### src/rtl/game_pkg.sv
// Shared board geometry and motion types for the player token.
// No ports: types, geometry constants and a tile-advance helper.
package game_pkg;

    typedef logic [4:0] tile_idx_t;

    typedef enum logic [1:0] {
        IDLE,
        HOP,
        SETTLE
    } motion_state_e;

    localparam int NUM_TILES  = 32;
    localparam int BOARD_COLS = 8;
    localparam int BOARD_X0   = 64;
    localparam int BOARD_Y0   = 48;
    localparam int TILE_W     = 64;
    localparam int TILE_H     = 64;
    localparam int SPRITE_W   = 16;
    localparam int SPRITE_H   = 16;
    localparam int POS_W      = 10;

    function automatic tile_idx_t next_tile(input tile_idx_t i);
        if (int'(i) == NUM_TILES - 1)
            return '0;
        return tile_idx_t'(i + 1'b1);
    endfunction

endpackage

### src/rtl/board_tile_lut.sv
// Combinational tile index -> sprite top-left pixel on the serpentine board.
// Ports: idx (tile index) in; x, y (sprite top-left) out.
module board_tile_lut
    import game_pkg::*;
(
    input  tile_idx_t        idx,
    output logic [POS_W-1:0] x,
    output logic [POS_W-1:0] y
);

    logic [1:0] row;
    logic [2:0] col;

    always_comb begin
        row = idx[4:3];
        // Odd rows run right-to-left; ~i%8 == 7-i%8 for a 3-bit column.
        col = row[0] ? ~idx[2:0] : idx[2:0];
        x = POS_W'(BOARD_X0 + int'(col) * TILE_W + (TILE_W - SPRITE_W) / 2);
        y = POS_W'(BOARD_Y0 + int'(row) * TILE_H + TILE_H - SPRITE_H);
    end

endmodule

### src/rtl/player_motion_ctrl.sv
// Walks one player token tile-by-tile with per-frame interpolated hops.
// Ports: clk, reset, frame_tick, move/warp requests in; move_ready, busy,
//        move_done, lap_pulse, tile_idx, player_x, player_y out (registered).
module player_motion_ctrl
    import game_pkg::*;
#(
    parameter int STEP_FRAMES   = 16,
    parameter int HOP_HEIGHT    = 8,
    parameter int SETTLE_FRAMES = 4
) (
    input  logic             clk,
    input  logic             reset,
    input  logic             frame_tick,
    input  logic             move_valid,
    input  logic [2:0]       move_steps,
    input  logic             warp_valid,
    input  logic [4:0]       warp_idx,
    output logic             move_ready,
    output logic             busy,
    output logic             move_done,
    output logic             lap_pulse,
    output tile_idx_t        tile_idx,
    output logic [POS_W-1:0] player_x,
    output logic [POS_W-1:0] player_y
);

    localparam int FW = $clog2(STEP_FRAMES);
    localparam int GW = (SETTLE_FRAMES > 1) ? $clog2(SETTLE_FRAMES) : 1;
    // Wide enough for a full-row vertical delta (-192) times f.
    localparam int IW = 14;
    localparam logic signed [IW-1:0] S_DIV = IW'(STEP_FRAMES);

    motion_state_e    state, state_n;
    logic [FW-1:0]    f, f_n, f_inc;
    logic [GW-1:0]    g, g_n;
    logic [2:0]       steps_left, steps_n;
    tile_idx_t        nxt, nxt_n, tile_n;
    logic             warp_pend, pend_n;
    logic [POS_W-1:0] x_n, y_n;
    logic             done_n, lap_n, ready_n, busy_n;

    logic [POS_W-1:0] cur_x, cur_y, nxt_x, nxt_y;
    logic signed [IW-1:0] dx, dy, qx, qy;
    logic [IW-1:0]        hop;
    logic [POS_W-1:0]     hop_x, hop_y;

    board_tile_lut u_cur (
        .idx (tile_idx),
        .x   (cur_x),
        .y   (cur_y)
    );

    // Also resolves the warp destination while a warp is pending.
    board_tile_lut u_nxt (
        .idx (nxt),
        .x   (nxt_x),
        .y   (nxt_y)
    );

    always_comb begin
        f_inc = f + 1'b1;
        dx = $signed(IW'(nxt_x)) - $signed(IW'(cur_x));
        dy = $signed(IW'(nxt_y)) - $signed(IW'(cur_y));
        // Signed divide truncates toward zero.
        qx = (dx * $signed(IW'(f_inc))) / S_DIV;
        qy = (dy * $signed(IW'(f_inc))) / S_DIV;
        hop = (IW'(4 * HOP_HEIGHT) * IW'(f_inc)
              * (IW'(STEP_FRAMES) - IW'(f_inc))) >> (2 * FW);
        hop_x = POS_W'($signed(IW'(cur_x)) + qx);
        hop_y = POS_W'($signed(IW'(cur_y)) + qy - $signed(hop));
    end

    always_comb begin
        state_n = state;
        f_n     = f;
        g_n     = g;
        steps_n = steps_left;
        nxt_n   = nxt;
        pend_n  = warp_pend;
        tile_n  = tile_idx;
        x_n     = player_x;
        y_n     = player_y;
        done_n  = 1'b0;
        lap_n   = 1'b0;
        unique case (state)
            IDLE: begin
                if (warp_pend) begin
                    if (frame_tick) begin
                        tile_n = nxt;
                        x_n    = nxt_x;
                        y_n    = nxt_y;
                        done_n = 1'b1;
                        pend_n = 1'b0;
                    end
                end else if (move_valid && move_ready) begin
                    if (move_steps == 3'd0) begin
                        done_n = 1'b1;
                    end else begin
                        steps_n = move_steps;
                        nxt_n   = next_tile(tile_idx);
                        f_n     = '0;
                        state_n = HOP;
                    end
                end else if (warp_valid && move_ready) begin
                    pend_n = 1'b1;
                    nxt_n  = warp_idx;
                end
            end
            HOP: begin
                if (frame_tick) begin
                    if (f == FW'(STEP_FRAMES - 1)) begin
                        tile_n  = nxt;
                        x_n     = nxt_x;
                        y_n     = nxt_y;
                        steps_n = steps_left - 3'd1;
                        lap_n   = (nxt == '0);
                        g_n     = '0;
                        state_n = SETTLE;
                    end else begin
                        f_n = f_inc;
                        x_n = hop_x;
                        y_n = hop_y;
                    end
                end
            end
            SETTLE: begin
                if (frame_tick) begin
                    if (g == GW'(SETTLE_FRAMES - 1)) begin
                        if (steps_left == 3'd0) begin
                            done_n  = 1'b1;
                            state_n = IDLE;
                        end else begin
                            nxt_n   = next_tile(tile_idx);
                            f_n     = '0;
                            state_n = HOP;
                        end
                    end else begin
                        g_n = g + 1'b1;
                    end
                end
            end
            default: state_n = IDLE;
        endcase
        // A pending warp holds off new requests until it lands.
        ready_n = (state_n == IDLE) && !pend_n;
        busy_n  = !ready_n;
    end

    always_ff @(posedge clk) begin
        if (reset) begin
            state      <= IDLE;
            f          <= '0;
            g          <= '0;
            steps_left <= '0;
            nxt        <= '0;
            warp_pend  <= 1'b0;
            tile_idx   <= '0;
            player_x   <= POS_W'(BOARD_X0 + (TILE_W - SPRITE_W) / 2);
            player_y   <= POS_W'(BOARD_Y0 + TILE_H - SPRITE_H);
            move_ready <= 1'b1;
            busy       <= 1'b0;
            move_done  <= 1'b0;
            lap_pulse  <= 1'b0;
        end else begin
            state      <= state_n;
            f          <= f_n;
            g          <= g_n;
            steps_left <= steps_n;
            nxt        <= nxt_n;
            warp_pend  <= pend_n;
            tile_idx   <= tile_n;
            player_x   <= x_n;
            player_y   <= y_n;
            move_ready <= ready_n;
            busy       <= busy_n;
            move_done  <= done_n;
            lap_pulse  <= lap_n;
        end
    end

endmodule
### config.mk
export PLATFORM = sky130hd
export DESIGN_NAME = player_motion_ctrl
export DESIGN_NICKNAME = d
export VERILOG_FILES = /design/src/rtl/game_pkg.sv /design/src/rtl/board_tile_lut.sv /design/src/rtl/player_motion_ctrl.sv
export SDC_FILE = /design/constraint.sdc
export NUM_CORES = 1
export LEC_CHECK = 0
export ABC_AREA = 1
export CORE_UTILIZATION = 57
export CTS_CLUSTER_DIAMETER = 30
export DETAILED_ROUTE_END_ITERATION = 10
export PLACE_DENSITY = 0.89
export SLEW_MARGIN = 0
export SYNTH_ARGS = -nofsm -noshare
export SYNTH_HDL_FRONTEND = slang
export SYNTH_HIERARCHICAL = 1
export SYNTH_SLANG_ARGS = --single-unit
export TNS_END_PERCENT = 10
### constraint.sdc
create_clock -name clk -period 5.85 [get_ports clk]
set_clock_uncertainty 0.1 [all_clocks]
set_input_delay 0.8775 -clock clk [delete_from_list [all_inputs] [get_ports clk]]
set_output_delay 0.8775 -clock clk [all_outputs]
set_load 0.02 [all_outputs]
After elaboration in Yosys (flattened, before gate mapping)
Cells that the tools add are included.
{"block": "word_totals", "regBits": 46, "output_inout_bits": 29, "elab_cells": 166}
{"block": "op_classes", "add_sub_neg": 22, "multipliers": 3, "n_eq_ne": 19, "muxes": 79, "n_bitwise": 7, "reduce_logical": 23}
{"cell": "10-bit two-way mux", "n": 8}
{"cell": "5-bit two-way mux", "n": 14}
{"cell": "10-bit one-hot mux with 2 select lines", "n": 2}
{"cell": "4-bit two-way mux", "n": 8}
{"cell": "11-bit by 5-bit multiplier with 14-bit output", "n": 2}
{"cell": "2-bit inequality test (second input constant)", "n": 12}
{"cell": "1-bit two-way mux", "n": 22}
{"cell": "2-bit two-way mux", "n": 11}
{"cell": "10-bit by 10-bit subtractor with 11-bit output", "n": 2}
{"cell": "3-bit two-way mux", "n": 7}
{"cell": "10-bit by 1-bit adder with 10-bit output", "n": 2}
{"cell": "10-bit adder", "n": 2}
{"cell": "10-bit by 6-bit adder with 10-bit output (second input constant)", "n": 2}
{"cell": "10-bit by 8-bit adder with 10-bit output (second input constant)", "n": 2}
{"cell": "7-bit by 9-bit adder with 10-bit output (first input constant)", "n": 2}
{"cell": "5-bit one-hot mux with 2 select lines", "n": 2}
{"cell": "10-bit by 6-bit subtractor with 10-bit output (second input constant)", "n": 2}
{"cell": "6-bit by 8-bit adder with 9-bit output (first input constant)", "n": 2}
{"cell": "4-bit by 14-bit multiplier with 9-bit output", "n": 1}
{"cell": "4-bit one-hot mux with 3 select lines", "n": 1}
{"cell": "4-bit OR reduction", "n": 3}
{"cell": "5-bit AND reduction", "n": 2}
{"cell": "10-bit by 7-bit subtractor with 10-bit output", "n": 1}
{"cell": "9-bit AND reduction", "n": 1}
{"cell": "27 further kinds", "n": 40}

Longest topological paths before layout
{"block": "depth", "ltp_word": 13, "depth_mapped": 41, "depth_no_buf": 41}

Cells and area by module
Netlist, hierarchy kept.
{"mod": "player_motion_ctrl", "instances": 1, "cells_per_inst": 1140, "area_each_um2": 7810.0}
{"mod": "board_tile_lut", "instances": 2, "cells_per_inst": 35, "area_each_um2": 206.4}

Least setup slack after synthesis
OpenSTA, ideal clock, no wires.
{"block": "synth_timing", "kind": "register to register", "from": "register f[0]", "to": "register player_y[9]", "arrival_ps": 5576, "slack_ps": 42, "stages_incl_launch_ff": 31, "synth_period_minus_slack_ps": 5808, "path_cell_list": "dfxtp_1 -> inv_1 -> clkbuf_1 -> ha_1 -> buf_2 -> nor3_1 -> ha_1 -> inv_1 -> nand2_1 -> fa_1 -> inv_1 -> fa_1 -> ha_1 -> a21oi_1 -> o21ai_0 -> a21o_1 -> a21oi_1 -> xor2_1 -> fa_1 -> ha_1 -> a21oi_1 -> o21ai_0 -> nand2_1 -> nand3_1 -> or2_2 -> nand2_1 -> inv_1 -> nand3_1 -> nand3_1 -> nand2_1 -> a21oi_1"}
{"block": "synth_between", "elab_chain_cells": 10, "elab_cells_between_ends": 13, "cone_classes": "add/sub: 5; mul: 2; eq/ne: 1; mux: 3; bitwise: 1; reduce/logical: 1"}
{"item": "from (decl)", "line": "player_motion_ctrl.sv:34", "text": "logic [FW-1:0] f, f_n, f_inc;"}
{"item": "from (signal assigned)", "line": "player_motion_ctrl.sv:166", "text": "f <= f_n;"}
{"item": "4-bit by 1-bit adder with 4-bit output", "line": "player_motion_ctrl.sv:61", "text": "f_inc = f + 1'b1;"}
{"item": "11-bit by 5-bit multiplier with 14-bit output", "line": "player_motion_ctrl.sv:66", "text": "qy = (dy * $signed(IW'(f_inc))) / S_DIV;"}
{"item": "4-bit OR reduction (no line)"}
{"item": "1-bit bitwise AND (no line)"}
{"item": "10-bit by 1-bit adder with 10-bit output (no line)"}
{"item": "10-bit adder", "line": "player_motion_ctrl.sv:70", "text": "hop_y = POS_W'($signed(IW'(cur_y)) + qy - $signed(hop));"}
{"item": "10-bit by 7-bit subtractor with 10-bit output", "line": "player_motion_ctrl.sv:70"}
{"item": "10-bit two-way mux (*)", "line": "player_motion_ctrl.sv:111", "text": "if (f == FW'(STEP_FRAMES - 1)) begin"}
{"item": "10-bit two-way mux (*)", "line": "player_motion_ctrl.sv:110", "text": "if (frame_tick) begin"}
{"item": "10-bit one-hot mux with 2 select lines (*)", "line": "player_motion_ctrl.sv:85", "text": "unique case (state)"}
{"item": "to (signal assigned)", "line": "player_motion_ctrl.sv:159", "text": "player_y <= POS_W'(BOARD_Y0 + TILE_H - SPRITE_H);"}
{"item": "to (signal assigned)", "line": "player_motion_ctrl.sv:173", "text": "player_y <= y_n;"}
{"item": "to (decl)", "line": "player_motion_ctrl.sv:24", "text": "output logic [POS_W-1:0] player_y"}
Mark *: on every way between the ends. The rest lies on a longest branch, timed or not. The select of a mux whose other input is x is not followed.
A chain may end at the register's enable or synchronous reset.

Final worst setup path
{"block": "layout_timing", "from": "register tile_idx[3]", "to": "register player_x[9]"}
{"block": "layout_between", "elab_chain_cells": 11}
{"item": "from (decl)", "line": "player_motion_ctrl.sv:22", "text": "output tile_idx_t tile_idx,"}
{"item": "from (signal assigned)", "line": "player_motion_ctrl.sv:171", "text": "tile_idx <= tile_n;"}
{"item": "3-bit two-way mux (*)", "line": "board_tile_lut.sv:17", "text": "col = row[0] ? ~idx[2:0] : idx[2:0];"}
{"item": "7-bit by 9-bit adder with 10-bit output (*)", "line": "board_tile_lut.sv:18", "text": "x = POS_W'(BOARD_X0 + int'(col) * TILE_W + (TILE_W - SPRITE_W) / 2);"}
{"item": "10-bit by 6-bit adder with 10-bit output (*)", "line": "board_tile_lut.sv:18"}
{"item": "via cur_x[8]", "line": "player_motion_ctrl.sv:42", "text": "logic [POS_W-1:0] cur_x, cur_y, nxt_x, nxt_y;"}
{"item": "10-bit by 10-bit subtractor with 11-bit output", "line": "player_motion_ctrl.sv:62", "text": "dx = $signed(IW'(nxt_x)) - $signed(IW'(cur_x));"}
{"item": "11-bit by 5-bit multiplier with 14-bit output", "line": "player_motion_ctrl.sv:65", "text": "qx = (dx * $signed(IW'(f_inc))) / S_DIV;"}
{"item": "1-bit bitwise AND (no line)"}
{"item": "10-bit by 1-bit adder with 10-bit output (no line)"}
{"item": "10-bit adder (*)", "line": "player_motion_ctrl.sv:69", "text": "hop_x = POS_W'($signed(IW'(cur_x)) + qx);"}
{"item": "10-bit two-way mux (*)", "line": "player_motion_ctrl.sv:111"}
{"item": "10-bit two-way mux (*)", "line": "player_motion_ctrl.sv:110"}
{"item": "10-bit one-hot mux with 2 select lines (*)", "line": "player_motion_ctrl.sv:85"}
{"item": "to (signal assigned)", "line": "player_motion_ctrl.sv:158", "text": "player_x <= POS_W'(BOARD_X0 + (TILE_W - SPRITE_W) / 2);"}
{"item": "to (signal assigned)", "line": "player_motion_ctrl.sv:172", "text": "player_x <= x_n;"}
{"item": "to (decl)", "line": "player_motion_ctrl.sv:23", "text": "output logic [POS_W-1:0] player_x,"}
Mark *: on every way through the listed nets, which the timed path passes. The rest lies on a longest branch. The select of a mux whose other input is x is not followed.

==> results.toml <==
[outcome]
status = "complete, but fails checks"
violations = "setup timing"

[sta]
relSlewSlack_pct = 50.9
fin_crit_sh_pct = 100
rsz0062_at_grt = "true"
setup_ws_ns = -0.0114
tightest_slew_ns = 0.736
fmax_mhz = 171
final_max_slew_viol_count = 0
hold_violations = 0
setup_viol = 1
period_needed_ns = 5.86

[die]
start_util_pct = 58.8
die_h_um = 122
die-width_um = 122
io_pins = 42
rows = 43
core_area_um2 = 14000
dieArea_um2 = 14900

[clock_tree]
cts_max_level = 2
ctsHoldBuffers = 0
clockBufferDepth = 2
cts_tree = "done"
clk_pin_slew_ns = 0.07
cts_buffers = 5
cts.sinks = 46
cts_root_buf = "clkbuf_16"
insertion_delay_ns = 0.30

[cells_and_area]
drive_gt1_share_pct = 13.4
nets = 1469
synthToLayoutAreaGrowth_pct = 18.3
diodes = 0
fin_area_um2 = 9730

[yosys]
synth_top_family_by_area = "adder cells"
syn_area_um2 = 8220
ys_warn_count = 6
synthDistinctLibCells = 50
netlist_instances = 1210
synth_top_area_cell = "ha_1"
synth-adder-area-share_pct = 31.4
muxShareOfSynthArea_pct = 0
ys_ff_latch = 46
ys.flop_type = "dfxtp_1"
synth.most_common_cell = "inv_1"
synth_top_area_share_pct = 17.5
synth_compound_area_share_pct = 13.0
synth_edf_count = 0
synth_common_cells = "inv_1 (248), nand2_1 (189), nor2_1 (153)"
syn_area_per_cell_um2 = 6.80
yosys.area_share.simple_pct = 22.8
synth_area_leaders = "ha_1 (17%), fa_1 (14%), inv_1 (11%)"
synth-async-reset-ratio_pct = 0
yosysSeqAreaShare_pct = 11.2
synth-xor-area-share_pct = 5.86

[grt]
grt_use_total_pct = 28.2
grt_max_degree = 26
grt_pass1_vias = 7692
grt_pass1_wl_mm = 34.3
grt.overflow.total = 0
antenna_found_initial = 0

[critical_path]
cp_top_family = "adder cells"
crit_end = "player_x[9]$_SDFFE_PP0P_"
ff2ff_path_depth = 34
worst-path-stages = 34
end_kind = "flip-flop"
r2r_start = "tile_idx[3]$_SDFFE_PP0P_"
startpoint = "tile_idx[3]$_SDFFE_PP0P_"
path_buf_inv = 8
cp.arrival_ns = 5.99
r2r-end = "player_x[9]$_SDFFE_PP0P_"
r2r_slack_ns = -0.01
critPathKind = "reg -> reg"
worstSetupStartpointType = "flip-flop"
slowest_delay_ns = 0.58
slowest_stage = "fa_1"
path_max_fanout = 6
crit_required_ns = 5.98

[placement]
dp_hpwl_mm = 16.6
gp_congestion = 0.940
place_area_um2 = 8940
numPortBuffers = 41

[routing]
vias_per_cell = 5.72
drtAntennaViolNets = 0
wl_per_cell_um = 15.9
vias = 8385
drt_wl_total_mm = 23.3
drc = 0
drt_iter0_drc = 850
drtPass1Iterations = 6

[hold_path]
hp-class = "reg -> reg"
min_from = "player_x[7]$_SDFFE_PP0P_"

[flow_run]
maxCapViolCount = 0
cell families after synthesis:
family,after synthesis
simple gates,439
buf+inv,308
compound gates,185
fa+ha+maj,172
xor+xnor,55
flops,46
other cells,5
placed cells by master (no fill, tap or decap), drive strengths merged, types with 12 or more instances in the layout:
cell type,synthesis,final
conb,5,28
inv,257,257
fa,57,57
xor2,37,37
nor3,12,12
ha,115,115
buf,33,52
clkdlybuf4s50,0,41
o21ai,47,47
nor2,157,157
nand2,195,195
a21oi,82,82
nand3,46,46
dfxtp,46,46
xnor2,18,18
through the flow:
stage / setup TNS [ns] / cells / worst slack (ns) / util [%] / hold WS [ns]
floorplan: 0 / 1233 / 0.0421 / - / 0.342
global placement: -0.0188 / 1445 / -0.0188 / 63.9 / 0.354
detailed placement: -0.156 / 1445 / -0.128 / 63.9 / 0.357
CTS: -0.0159 / 1453 / -0.0159 / 65.2 / 0.367
global route: -0.440 / 1465 / -0.156 / 69.6 / 0.403
finish: -0.0114 / 1465 / -0.0114 / 69.6 / 0.366
cell type report:
cell class	instances	area (um2)
timing repair buffer	93	805
inverter	259	981
clock buffer	6	129
fill	991	4260
sequential	46	936
multi-input combinational	879	6640
clock inverter	2	13.8
tap	180	225
registers in the layout, indices dropped and copies added (netlist names), 2 cells and up:
name / count
player_y: 10
tile_idx: 5
steps_left: 3
nxt: 5
f: 4
player_x: 10
state: 2
g: 2
per-layer routing:
layer	vias up	share of wire, %	GRT usage, %	routed length (um)
met4	0	5.2	6.63	1200
li1	3914	-	-	-
met3	129	5.9	2.72	1370
met1	3939	40	35.7	9280
met2	403	49	51.4	11400
met5	-	0	0	0
how the worst min path moves through the flow:
stage                            endpoint  slack [ns]  cells after the start
2_1_floorplan  steps_left[2]$_SDFFE_PP0P_        0.34                      2
5_1_grt                 g[1]$_SDFFE_PP0P_        0.40                      2
6_report         player_x[7]$_SDFFE_PP0P_        0.37                      2
4_1_cts          player_x[7]$_SDFFE_PP0P_        0.37                      2
3_5_place_dp     player_x[7]$_SDFFE_PP0P_        0.36                      2
3_3_place_gp     player_x[5]$_SDFFE_PP0P_        0.35                      2
what timing repair did:
action	CTS	global route
gates resized for setup	7	97
endpoints found under the setup margin	4	7
setup buffers	0	12
pin swaps	1	45
tightest hold or removal path: cells and delay by family (launching register included):
family	cells	cell delay [ns]
AO/OA/AOI/OAI	1	0.06
flip-flops	1	0.31
AND/OR/NAND/NOR	1	0.06
Power is not shown: default switching activity piles up to over one toggle a cycle in this logic, so the estimate is an artifact.
